## src/rtl/regfile_arb_pkg.sv

```systemverilog
// Shared types for the register-file write arbiter: address/data widths,
// arbiter state encoding and the queued write entry.
package regfile_arb_pkg;

    localparam int REG_ADDR_W = 5;
    localparam int DATA_W     = 32;

    typedef enum logic [0:0] {
        WB_PRI = 1'b0,
        FORCE  = 1'b1
    } arb_state_e;

    typedef struct packed {
        logic [REG_ADDR_W-1:0] dest;
        logic [DATA_W-1:0]     val;
    } wr_entry_t;

endpackage

```

## src/rtl/regfile_wr_fifo.sv

```systemverilog
// Small synchronous FIFO of pending multi-cycle-unit writes. Occupancy is kept
// in its own counter and every occupied entry reports a dest match for src1/src2.
module regfile_wr_fifo
    import regfile_arb_pkg::*;
#(
    parameter  int DEPTH = 4,
    localparam int PTR_W = $clog2(DEPTH),
    localparam int CNT_W = $clog2(DEPTH + 1)
) (
    input  logic                  clk,
    input  logic                  rst,
    input  logic                  push,
    input  wr_entry_t             push_data,
    input  logic                  pop,
    output wr_entry_t             head,
    output logic [CNT_W-1:0]      count,
    input  logic [REG_ADDR_W-1:0] src1,
    input  logic [REG_ADDR_W-1:0] src2,
    output logic [DEPTH-1:0]      match1,
    output logic [DEPTH-1:0]      match2
);

    wr_entry_t          mem_q [DEPTH];
    logic [PTR_W-1:0]   wr_ptr_q, wr_ptr_d;
    logic [PTR_W-1:0]   rd_ptr_q, rd_ptr_d;
    logic [CNT_W-1:0]   count_q, count_d;
    logic               push_ok, pop_ok;
    logic [DEPTH-1:0]   occupied;

    assign push_ok = push && (count_q != CNT_W'(DEPTH));
    assign pop_ok  = pop && (count_q != '0);

    // Pointers wrap naturally at the power-of-two depth; the separate count
    // disambiguates full from empty when they coincide.
    always_comb begin
        wr_ptr_d = wr_ptr_q + PTR_W'(push_ok);
        rd_ptr_d = rd_ptr_q + PTR_W'(pop_ok);
        count_d  = count_q + CNT_W'(push_ok) - CNT_W'(pop_ok);
    end

    always_comb begin
        // NOTE: every output of this block is assigned on every path, so no latch is inferred.
        occupied = '0;
        match1   = '0;
        match2   = '0;
        for (int i = 0; i < DEPTH; i++) begin
            occupied[i] = CNT_W'(PTR_W'(i - int'(rd_ptr_q))) < count_q;
            match1[i]   = occupied[i] && (mem_q[i].dest == src1);
            match2[i]   = occupied[i] && (mem_q[i].dest == src2);
        end
    end

    // NOTE: sequential state uses non-blocking assignments so all flops update together.
    always_ff @(posedge clk or negedge rst) begin
        if (!rst) begin
            wr_ptr_q <= '0;
            rd_ptr_q <= '0;
            count_q  <= '0;
        end else begin
            wr_ptr_q <= wr_ptr_d;
            rd_ptr_q <= rd_ptr_d;
            count_q  <= count_d;
        end
    end

    // NOTE: the storage array has no reset; stale contents are masked by the occupancy count.
    always_ff @(posedge clk) begin
        if (push_ok) begin
            mem_q[wr_ptr_q] <= push_data;
        end
    end

    assign head  = mem_q[rd_ptr_q];
    assign count = count_q;

endmodule

```

## src/rtl/regfile_write_arbiter.sv

```systemverilog
// Arbitrates the single register-file write port between WB (priority) and a
// FIFO-buffered multi-cycle unit, with a starvation guard and RAW hazard flags.
module regfile_write_arbiter
    import regfile_arb_pkg::*;
#(
    parameter  int DEPTH    = 4,
    parameter  int MAX_WAIT = 8,
    localparam int CNT_W    = $clog2(DEPTH + 1)
) (
    input  logic                  clk,
    input  logic                  rst,
    input  logic                  wb_valid,
    input  logic [REG_ADDR_W-1:0] wb_dest,
    input  logic [DATA_W-1:0]     wb_val,
    output logic                  wb_ready,
    input  logic                  mc_valid,
    input  logic [REG_ADDR_W-1:0] mc_dest,
    input  logic [DATA_W-1:0]     mc_val,
    output logic                  mc_ready,
    output logic                  rf_we,
    output logic [REG_ADDR_W-1:0] rf_dest,
    output logic [DATA_W-1:0]     rf_wval,
    input  logic [REG_ADDR_W-1:0] src1,
    input  logic [REG_ADDR_W-1:0] src2,
    output logic                  hazard1,
    output logic                  hazard2,
    output logic [CNT_W-1:0]      fifo_count
);

    localparam int WAIT_W = $clog2(MAX_WAIT + 1);

    arb_state_e            state_q, state_d;
    logic [WAIT_W-1:0]     wait_cnt_q, wait_cnt_d;
    logic                  rf_we_q, rf_we_d;
    logic [REG_ADDR_W-1:0] rf_dest_q, rf_dest_d;
    logic [DATA_W-1:0]     rf_wval_q, rf_wval_d;

    logic                  fifo_empty;
    logic                  push_store;
    logic                  grant_wb, grant_mc;
    wr_entry_t             head;
    wr_entry_t             push_data;
    logic [DEPTH-1:0]      match1, match2;

    assign mc_ready   = fifo_count < CNT_W'(DEPTH);
    assign fifo_empty = (fifo_count == '0);
    // A dest-0 push completes its handshake but is dropped here.
    assign push_store = mc_valid && mc_ready && (mc_dest != '0);
    assign push_data  = '{dest: mc_dest, val: mc_val};

    regfile_wr_fifo #(
        .DEPTH (DEPTH)
    ) u_fifo (
        .clk       (clk),
        .rst       (rst),
        .push      (push_store),
        .push_data (push_data),
        .pop       (grant_mc),
        .head      (head),
        .count     (fifo_count),
        .src1      (src1),
        .src2      (src2),
        .match1    (match1),
        .match2    (match2)
    );

    always_comb begin
        grant_wb   = 1'b0;
        grant_mc   = 1'b0;
        state_d    = WB_PRI;
        wait_cnt_d = wait_cnt_q;
        case (state_q)
            WB_PRI: begin
                if (wb_valid && (wb_dest != '0)) begin
                    grant_wb = 1'b1;
                end else if (!fifo_empty) begin
                    grant_mc = 1'b1;
                end
            end
            FORCE:   grant_mc = !fifo_empty;
            default: grant_mc = 1'b0;
        endcase

        // The head has been passed over MAX_WAIT times: lock WB out for one cycle.
        if (grant_mc || fifo_empty) begin
            wait_cnt_d = '0;
        end else begin
            wait_cnt_d = wait_cnt_q + WAIT_W'(1);
            if (wait_cnt_d == WAIT_W'(MAX_WAIT)) begin
                state_d = FORCE;
            end
        end
    end

    always_comb begin
        rf_we_d   = grant_wb || grant_mc;
        rf_dest_d = rf_dest_q;
        rf_wval_d = rf_wval_q;
        if (grant_wb) begin
            rf_dest_d = wb_dest;
            rf_wval_d = wb_val;
        end else if (grant_mc) begin
            rf_dest_d = head.dest;
            rf_wval_d = head.val;
        end
    end

    always_ff @(posedge clk or negedge rst) begin
        if (!rst) begin
            state_q    <= WB_PRI;
            wait_cnt_q <= '0;
            rf_we_q    <= 1'b0;
            rf_dest_q  <= '0;
            rf_wval_q  <= '0;
        end else begin
            state_q    <= state_d;
            wait_cnt_q <= wait_cnt_d;
            rf_we_q    <= rf_we_d;
            rf_dest_q  <= rf_dest_d;
            rf_wval_q  <= rf_wval_d;
        end
    end

    assign wb_ready = (state_q == WB_PRI);
    assign rf_we    = rf_we_q;
    assign rf_dest  = rf_dest_q;
    assign rf_wval  = rf_wval_q;
    // The entry already in the rf_* stage is excluded: the negedge write lands before the next read.
    assign hazard1  = (src1 != '0) && (|match1);
    assign hazard2  = (src2 != '0) && (|match2);

endmodule

```

## config.mk

```make
export PLATFORM = sky130hd
export DESIGN_NAME = regfile_write_arbiter
export DESIGN_NICKNAME = d
export VERILOG_FILES = /design/src/rtl/regfile_arb_pkg.sv /design/src/rtl/regfile_wr_fifo.sv /design/src/rtl/regfile_write_arbiter.sv
export SDC_FILE = /design/constraint.sdc
export NUM_CORES = 1
export LEC_CHECK = 0
export ABC_AREA = 1
export ABC_CLOCK_PERIOD_IN_PS = 3600
export CAP_MARGIN = 20
export CORE_ASPECT_RATIO = 1.1
export CORE_UTILIZATION = 34
export CTS_CLUSTER_SIZE = 10
export DETAILED_ROUTE_END_ITERATION = 10
export PLACE_DENSITY_LB_ADDON = 0.1
export SLEW_MARGIN = 10
export SYNTH_ARGS = -nofsm -noshare
export SYNTH_HDL_FRONTEND = slang
export SYNTH_HIERARCHICAL = 1
export SYNTH_SLANG_ARGS = --single-unit
```

## constraint.sdc

```tcl
create_clock -name clk -period 3.6 [get_ports clk]
set_input_delay 0.54 -clock clk [delete_from_list [all_inputs] [get_ports clk]]
set_output_delay 0.54 -clock clk [all_outputs]
set_load 0.01 [all_outputs]
```

# After elaboration in Yosys (flattened, before gate mapping)
# Memory sizes are Yosys's and may differ from the RTL's.
# Cells that the tools add are included.
dict set report op_classes {
  n_addsub 9
  n_mul 0
  n_div 0
  magnitude_cmp 5
  eq_ne 10
  shifts 0
  n_mux 14
  bitwise 1
  n_reduce_logical 27
}
# op count
set ops {}
lappend ops {{$mux 32} 2}
lappend ops {{$eq 5x5->1} 8}
lappend ops {{$reduce_bool 5->1} 4}
lappend ops {{$logic_and 1x1->1} 15}
lappend ops {{$lt 3x3->1} 4}
lappend ops {{$mux 5} 2}
lappend ops {{$mux 1} 8}
lappend ops {{$reduce_or 4->1} 2}
lappend ops {{$add 2x1->2} 2}
lappend ops {{$add 4x1->4 const B} 1}
lappend ops {{$eq 4x4->1 const B} 1}
lappend ops {{$mux 4} 1}
lappend ops {{$sub 1x2->2 const A} 2}
lappend ops {{$sub 2x2->2 const A} 2}
lappend ops {{$add 3x1->3} 1}
lappend ops {{$logic_not 3->1} 1}
lappend ops {{$lt 3x3->1 const B} 1}
lappend ops {{$ne 3x3->1 const B} 1}
lappend ops {{$reduce_bool 3->1} 1}
lappend ops {{$sub 3x1->3} 1}
lappend ops {{$logic_or 1x1->1} 2}
lappend ops {{$pmux 1 s2} 1}
lappend ops {{$reduce_bool 2->1} 1}
lappend ops {{$logic_not 1->1} 1}
lappend ops {{$not 1->1} 1}
dict set report word_totals {
  regBits 50
  latch_bits 0
  ramBits 148
  mem_bits_ro 0
  output_inout_bits 45
  word_cells 75
  n_memories 1
}
# memory words width read_ports rd_ports_with_merged_regs wr line
set memory_table {}
lappend memory_table {u_fifo.mem_q 4 37 5 0 1 regfile_wr_fifo.sv:23} ;# wr_entry_t mem_q [DEPTH];

# Depth between registers and ports, before layout
# Gate-level depths: netlist (run 1).
dict set report logic_depth {
  word_depth 6
  ltp_mapped 13
}

# Hierarchy
# The synthesis (run 1) kept the hierarchy.
# module n_inst cells_each area_each_um2
set modules_own_cells {}
lappend modules_own_cells {regfile_wr_fifo 1 540 6487.5}
lappend modules_own_cells {regfile_write_arbiter 1 279 2248.4}

# Worst setup path before layout (run 1)
# No wires, ideal clock.
dict set report synth_path {
  path_type {input -> register}
  startpoint {input mc_dest[3]}
  endpoint {memory u_fifo/mem_q[0][0] in the netlist's numbering, enable pin}
  t_arrival_ns 3.381
  required_ns 3.123
  path_slack_ns -0.258
  cell_stages 6
  cell_sequence {nor3_1 -> nand2_1 -> nand3_1 -> inv_1 -> nand2_1 -> nor3_1}
}
dict set report synth_via {
  elab_chain_cells 5
}
# element line
set synth_rtl {}
lappend synth_rtl {{from (decl)} regfile_write_arbiter.sv:17} ;# input logic [REG_ADDR_W-1:0] mc_dest,
lappend synth_rtl {{$reduce_bool 5->1} regfile_write_arbiter.sv:48} ;# assign push_store = mc_valid && mc_ready && (mc_dest != '0);
lappend synth_rtl {{$logic_and 1x1->1} regfile_write_arbiter.sv:48}
lappend synth_rtl {{net push_store} regfile_write_arbiter.sv:39} ;# logic push_store;
lappend synth_rtl {{$logic_and 1x1->1} regfile_wr_fifo.sv:30} ;# assign push_ok = push && (count_q != CNT_W'(DEPTH));
lappend synth_rtl {{$mux 1} regfile_wr_fifo.sv:68} ;# if (push_ok) begin
lappend synth_rtl {{$mux 1 (not written as such)} regfile_wr_fifo.sv:69} ;# mem_q[wr_ptr_q] <= push_data;
lappend synth_rtl {{to (decl)} regfile_wr_fifo.sv:23}
# The timed path passes the listed nets, and every way through them passes these cells.

# Worst setup path after layout (run 1)
dict set report layout_path {
  startpoint {register u_fifo.rd_ptr_q[0]}
  endpoint {output hazard2}
}
dict set report layout_via {
  elab_chain_cells 5
  word_cells_on_any_way 14
  cone_classes {add/sub: 4; order compare: 4; reduce/logical: 6}
}
# element line
set layout_rtl {}
lappend layout_rtl {{from (decl)} regfile_wr_fifo.sv:25} ;# logic [PTR_W-1:0] rd_ptr_q, rd_ptr_d;
lappend layout_rtl {{from (signal assigned)} regfile_wr_fifo.sv:61} ;# rd_ptr_q <= rd_ptr_d;
lappend layout_rtl {{$sub 2x2->2} regfile_wr_fifo.sv:47} ;# occupied[i] = CNT_W'(PTR_W'(i - int'(rd_ptr_q))) < count_q;
lappend layout_rtl {{$lt 3x3->1} regfile_wr_fifo.sv:47}
lappend layout_rtl {{$logic_and 1x1->1} regfile_wr_fifo.sv:49} ;# match2[i] = occupied[i] && (mem_q[i].dest == src2);
lappend layout_rtl {{net match2[2]} regfile_write_arbiter.sv:43} ;# logic [DEPTH-1:0] match1, match2;
lappend layout_rtl {{$reduce_or 4->1} regfile_write_arbiter.sv:130} ;# assign hazard2 = (src2 != '0) && (|match2);
lappend layout_rtl {{$logic_and 1x1->1} regfile_write_arbiter.sv:130}
lappend layout_rtl {{to (decl)} regfile_write_arbiter.sv:26} ;# output logic hazard2,
# The timed path passes the listed nets, and every way through them passes these cells.

==> results of run 1 <==
metrics by stage:
| step | setup WS, ns | TNS [ns] | util [%] | hold slack [ns] |
|---|---|---|---|---|
| 4_1_cts | 0.05316 | 0 | 43.64 | 0.1673 |
| 6_report | 0.2342 | 0 | 43.66 | 0.1628 |
| 2_1_floorplan | -0.2580 | -38.18 | - | 0.2444 |
| 3_5_place_dp | 0.5207 | 0 | 41.40 | 0.4855 |
| 5_1_grt | 0.01833 | 0 | 43.66 | 0.2037 |
| 3_3_place_gp | 0.5034 | 0 | 41.40 | 0.4868 |
worst max-delay path: stages (launching register included):
cell             delay, ns
dfrtp_2               0.47
nand2_1               0.12
inv_1                 0.07
nor2_2                0.13
inv_1                 0.08
ha_1                  0.29
nand3_1               0.08
nand2_1               0.13
nor2_1                0.06
or3_1                 0.30
o21ai_1               0.15
inv_1                 0.05
clkdlybuf4s50_1       0.47
synthesized netlist by cell type (2+ instances only):
cell,n
edfxtp_1,148
nor2_1,46
buf_2,20
xor2_1,5
nand3_2,7
inv_1,61
nor3_1,7
or3_1,2
clkbuf_1,2
inv_2,3
buf_4,5
a22oi_1,32
a21oi_1,4
nor2_4,3
o2111ai_1,5
o21ai_0,2
nand3_1,143
dfrtp_1,50
ha_1,12
nand2_1,242
xnor2_1,10
buf_6,5
registers in the layout (all words and copies together), names as in the netlist:
register / cells
u_fifo/mem_q: 148
u_fifo/rd_ptr_q: 2
u_fifo/wr_ptr_q: 2
wait_cnt_q: 4
rf_dest: 5
state_q: 1
rf_we: 1
u_fifo/count: 3
rf_wval: 32
logic make-up after synthesis:
| family | after synthesis | share of synthesized area (%) |
|---|---|---|
| DFF | 198 | 65.20 |
| xor gates and xnor gates | 15 | 1.504 |
| buffers and inverters | 97 | 5.228 |
| and+or+nand+nor | 452 | 22.44 |
| AOI/OAI and AO/OA | 44 | 3.681 |
| adders and majority gates | 13 | 1.948 |
metal layers:
| metal | share of wire (%) | vias up |
|---|---|---|
| li1 | - | 3061 |
| met1 | 46 | 2983 |
| met2 | 48 | 146 |
| met3 | 4.7 | 18 |
| met4 | 1.3 | 2 |
| met5 | 0.062 | - |
layout make-up:
| cell class | instances | area [µm²] | share of cell area (%) |
|---|---|---|---|
| clock buffer | 18 | 429.2 | 3.891 |
| tap | 346 | 432.9 | 3.925 |
| clock inverter | 14 | 136.4 | 1.237 |
| inverter | 64 | 240.2 | 2.178 |
| timing repair buffer | 148 | 1474 | 13.36 |
| multi-input combinational | 524 | 2619 | 23.74 |
| sequential | 198 | 5698 | 51.66 |
worst paths after layout:
path / start / endpoint / slack [ns] / cells past startpoint
max reg2reg: u_fifo/count[1] / u_fifo/count[2] / 1.36 / 10
max: u_fifo/rd_ptr_q[0] / hazard2 / 0.23 / 12
max in group asynchronous: rst / u_fifo/rd_ptr_q[1] / 2.58 / 2
min reg2reg: wait_cnt_q[0] / wait_cnt_q[0] / 0.49 / 1
min in group clk: wait_cnt_q[0] / wait_cnt_q[0] / 0.49 / 1
min: rst / u_fifo/count[2] / 0.16 / 1
power by group through the flow:
stage          clock network (µW)  registers, µW  logic [µW]
5_1_grt                      1950           3260        3190
3_3_place_gp                    0           3250        2910
4_1_cts                      1870           3210        2920
3_5_place_dp                    0           3250        2920
6_report                     1820           3210        2860
2_1_floorplan                   0           3310        1560
==> results.json, run 1 <==
{
  "status": "complete, no violations",
  "start_util_pct": 34.58,
  "layout.nets": 1054,
  "drt_iter0_markers": 270,
  "core.rowCount": 61,
  "layout_commonest_cell": "nand2_1",
  "cp-end-kind": "output pin",
  "ys_ff_latch": 198,
  "fp.dieArea_mm2": 0.02634,
  "cp_max_fo": 6,
  "synth_edf_count": 148,
  "io_buffers": 132,
  "p_int_uw": 4997,
  "slew_violations": 0,
  "place_inst": 1280,
  "grt_max_degree": 77,
  "root_buffer": "clkbuf_16",
  "num_vias": 6210,
  "hold_viol": 0,
  "clk_pin_slew_worst_paths_ns": 0.07,
  "placed_area_mm2": 0.01046,
  "dpl.hpwl_um": 14270,
  "synth_top_area_share_pct": 50.87,
  "core_region_area_mm2": 0.02526,
  "clock_latency_ns": 0.43,
  "criticalPathCategory": "reg2out",
  "cts_setup_buffers": 0,
  "finalPower_uw": 7883,
  "pwr-share-comb_pct": 36.3,
  "grt_overflow": 0,
  "grtUsageMet2_pct": 29.45,
  "first_pass_iters": 5,
  "cts_tree": "yes",
  "grt.total_usage_pct": 17.74,
  "ctsResizeCount": 0,
  "chipWidth_um": 154.8,
  "drc": 0,
  "yosysUniqueCellTypes": 27,
  "cp.arrival_ns": 2.83,
  "grt_pass1_wl_um": 34730,
  "grt_busiest_layer": "met2",
  "p_seq_share_pct": 40.7,
  "cts_buffer_depth": 2,
  "netlist_top_cells_area": "edfxtp_1 (51%), dfrtp_1 (14%), nand2_1 (10%)",
  "chipHeight_um": 170.1,
  "h-tree-depth": 4,
  "fin_cells": 1312,
  "slew_headroom_pct": 42.12,
  "n_antenna_cell": 0,
  "worst_pin_slew_ns": 0.8682,
  "p_sw_share_pct": 36.60,
  "rsz0062_at_grt": "false",
  "p_leak_uw": 0.004420,
  "synth.avg_cell_area_um2": 10.67,
  "antenna_found_initial": 1,
  "start_kind": "flip-flop",
  "seq_area_frac_synth_pct": 65.20,
  "synth-warning-count": 6,
  "p_clk_share_pct": 23.0,
  "async_reset_ff_share_pct": 25.25,
  "clock_sinks": 198,
  "setup_viol": 0,
  "most-common-layout-cells": "nand2_1 (242), edfxtp_1 (148), nand3_1 (143)",
  "ant_nets": 0,
  "required_ns": 3.06,
  "routed_wl_um": 22550,
  "min_period_ns": 3.366,
  "grt_pass1_vias": 6123,
  "avgViaCountPerCell": 4.733,
  "gp_congestion": 0.8441,
  "switchingPower_uw": 2885,
  "drive_gt1_share_pct": 7.350,
  "fin_skew_ns": 0.01019,
  "drv_cap": 0,
  "hold_buffers": 0,
  "use_met1_pct": 23.27,
  "synth_flop_cell": "edfxtp_1",
  "wire_per_inst_um": 17.19,
  "syn_inst": 819,
  "areaGrowthSynthToFinish_pct": 26.25,
  "peakVddDrop_v": 0.0003600,
  "worstHoldPathType": "in2async",
  "io_pins": 133,
  "syn_nets": 920,
  "synth_area_mm2": 0.008736,
  "final_area_mm2": 0.01103,
  "fmax_mhz": 297.1,
  "cts-buffers-inserted": 17,
  "synth.largest_area_cell": "edfxtp_1",
  "powerDensity_mw_per_mm2": 714.7,
  "grtUsageMet3_pct": 3.820,
  "fillers": 2473,
  "period_share_pct": 93.49
}
Power figures use the tool's default switching activity.
==> run 2: changes to the inputs <==
--- a/config.mk
+++ b/config.mk
@@ -9,6 +9,7 @@
 export ABC_CLOCK_PERIOD_IN_PS = 3600
 export CAP_MARGIN = 20
 export CORE_ASPECT_RATIO = 1.1
+export CORE_MARGIN = 2
 export CORE_UTILIZATION = 34
 export CTS_CLUSTER_SIZE = 10
 export DETAILED_ROUTE_END_ITERATION = 10
==> run 2 against run 1 <==
Effect of this change: power increased by 0.62%; routed wire length increased by 1.2%; final cell count increased by 0.15%; critical path type unchanged; largest cell class unchanged.
==> results.json, run 2 (synthesized netlist as in run 1, its figures left out) <==
{
  "root_buffer": "clkbuf_16",
  "rsz0062_at_grt": "false",
  "cts-buffers-inserted": 17,
  "setup_viol": 0,
  "tns_ns": 0,
  "required_ns": 3.06,
  "layout.nets": 1056,
  "first_pass_iters": 5,
  "post-place-ws_ns": 0.4662,
  "reg2reg_depth": 10,
  "grt.total_usage_pct": 17.40,
  "drv_cap": 0,
  "grt_overflow": 0,
  "max_stage_delay_ns": 0.47,
  "start_kind": "flip-flop",
  "clock_latency_ns": 0.43,
  "antenna_found_initial": 0,
  "grt_max_degree": 77,
  "routed_wl_um": 22820,
  "gp_congestion": 0.8073,
  "min_period_ns": 3.394,
  "avgViaCountPerCell": 4.772,
  "worstHoldPathType": "in2async",
  "hold_viol": 0,
  "clk_pin_slew_worst_paths_ns": 0.07,
  "dpl.hpwl_um": 14700,
  "powerDensity_mw_per_mm2": 719.2,
  "drt_iter0_markers": 402,
  "core.rowCount": 61,
  "n_antenna_cell": 0,
  "most-common-layout-cells": "nand2_1 (241), edfxtp_1 (148), nand3_1 (143)",
  "num_vias": 6270,
  "top_register": "u_fifo/mem_q",
  "r2r_slack_ns": 1.32,
  "path_common_cell": "inv_1",
  "cts_buffer_depth": 2,
  "layout_commonest_cell": "nand2_1",
  "slew_headroom_pct": 38.59,
  "cp-end-kind": "output pin",
  "grt_pass1_wl_um": 35240,
  "fin_skew_ns": 0.01171,
  "h-tree-depth": 4,
  "hold_buffers": 0,
  "cp.arrival_ns": 2.85,
  "crit_slowest_cell": "clkdlybuf4s50_1",
  "io_buffers": 132,
  "startpoint": "u_fifo/count[1]",
  "fin_util_pct": 43.65,
  "fmax_mhz": 294.6,
  "peakVddDrop_v": 0.0003228,
  "chipWidth_um": 156.8,
  "areaGrowthSynthToFinish_pct": 26.24,
  "path_cells": "inv_1 > ha_1 > a21oi_1 > o21bai_1 > nor2_1 > or3_1 > o21ai_0 > inv_1 > clkdlybuf4s50_1",
  "core_region_area_mm2": 0.02526,
  "period_share_pct": 94.29,
  "fin_ws_ns": 0.2057,
  "chipHeight_um": 172.1,
  "cts_tree": "yes",
  "largest_reg_flops": 148,
  "drive_gt1_share_pct": 7.645,
  "criticalPathCategory": "reg2out",
  "start_util_pct": 34.58,
  "status": "complete, no violations",
  "ant_nets": 0,
  "timing.hold.ws_ns": 0.1672,
  "grt_pass1_vias": 6302,
  "worstReg2RegEnd": "u_fifo/count[2]",
  "r2r_start": "u_fifo/count[1]",
  "p_leak_uw": 0.004427,
  "wire_per_inst_um": 17.37,
  "cp_max_fo": 7,
  "fp.dieArea_mm2": 0.02699,
  "cts_setup_buffers": 0,
  "io_pins": 133,
  "worst_pin_slew_ns": 0.9211,
  "slew_violations": 0,
  "drc": 0,
  "fin_cells": 1314,
  "place_inst": 1282,
  "clock_sinks": 198
}
[run 2: power breakdown]
part / internal [µW] / switching [µW] / total [µW]
Sequential: 2950 / 257 / 3200
Combinational: 1110 / 1730 / 2840
Clock: 991 / 900 / 1890
[run 2: timing repair]
action | in CTS | in global routing
endpoints found under the setup margin | 1 | 2
endpoints found under the hold margin | 0 | 0
resized for setup | 1 | 4
gates cloned | 0 | 0
[run 2: per-layer routing]
metal	track usage (%)	vias up	wire (µm)
met4	4.507	0	358
met2	29.23	148	10880
met3	3.484	18	1076
met5	0	-	0
li1	-	3060	-
met1	23.11	3044	10510
[run 2: area by class of cell]
| type | count | area (µm²) |
|---|---|---|
| sequential | 198 | 5698 |
| inverter | 64 | 240.2 |
| timing repair buffer | 150 | 1451 |
| multi-input combinational | 524 | 2616 |
| clock inverter | 14 | 160.2 |
| fill | 2441 | 14230 |
| tap | 346 | 432.9 |
| clock buffer | 18 | 429.2 |
[run 2: worst max-delay path by stage]
stage	slack (ns)	cells past startpoint	to
floorplan	-0.26	6	u_fifo/mem_q[0][0]
global placement	0.49	10	hazard1
finish	0.21	9	hazard2
global route	0.03	9	hazard2
CTS	0.07	12	hazard2
detailed placement	0.47	12	hazard2
[run 2: worst max-delay path, delay by kind of cell (launching register included)]
kind,cells,cell delay (ns)
compound gates,3,0.53
simple gates,2,0.41
buf+inv,3,0.73
fa+ha+maj,1,0.35
flops,1,0.42
[run 2: per-stage QoR]
stage	instance area [µm²]	power, µW
2_1_floorplan	8736	4860
3_3_place_gp	10430	6103
3_5_place_dp	10430	6126
4_1_cts	11020	8034
5_1_grt	11030	8467
6_report	11030	7932
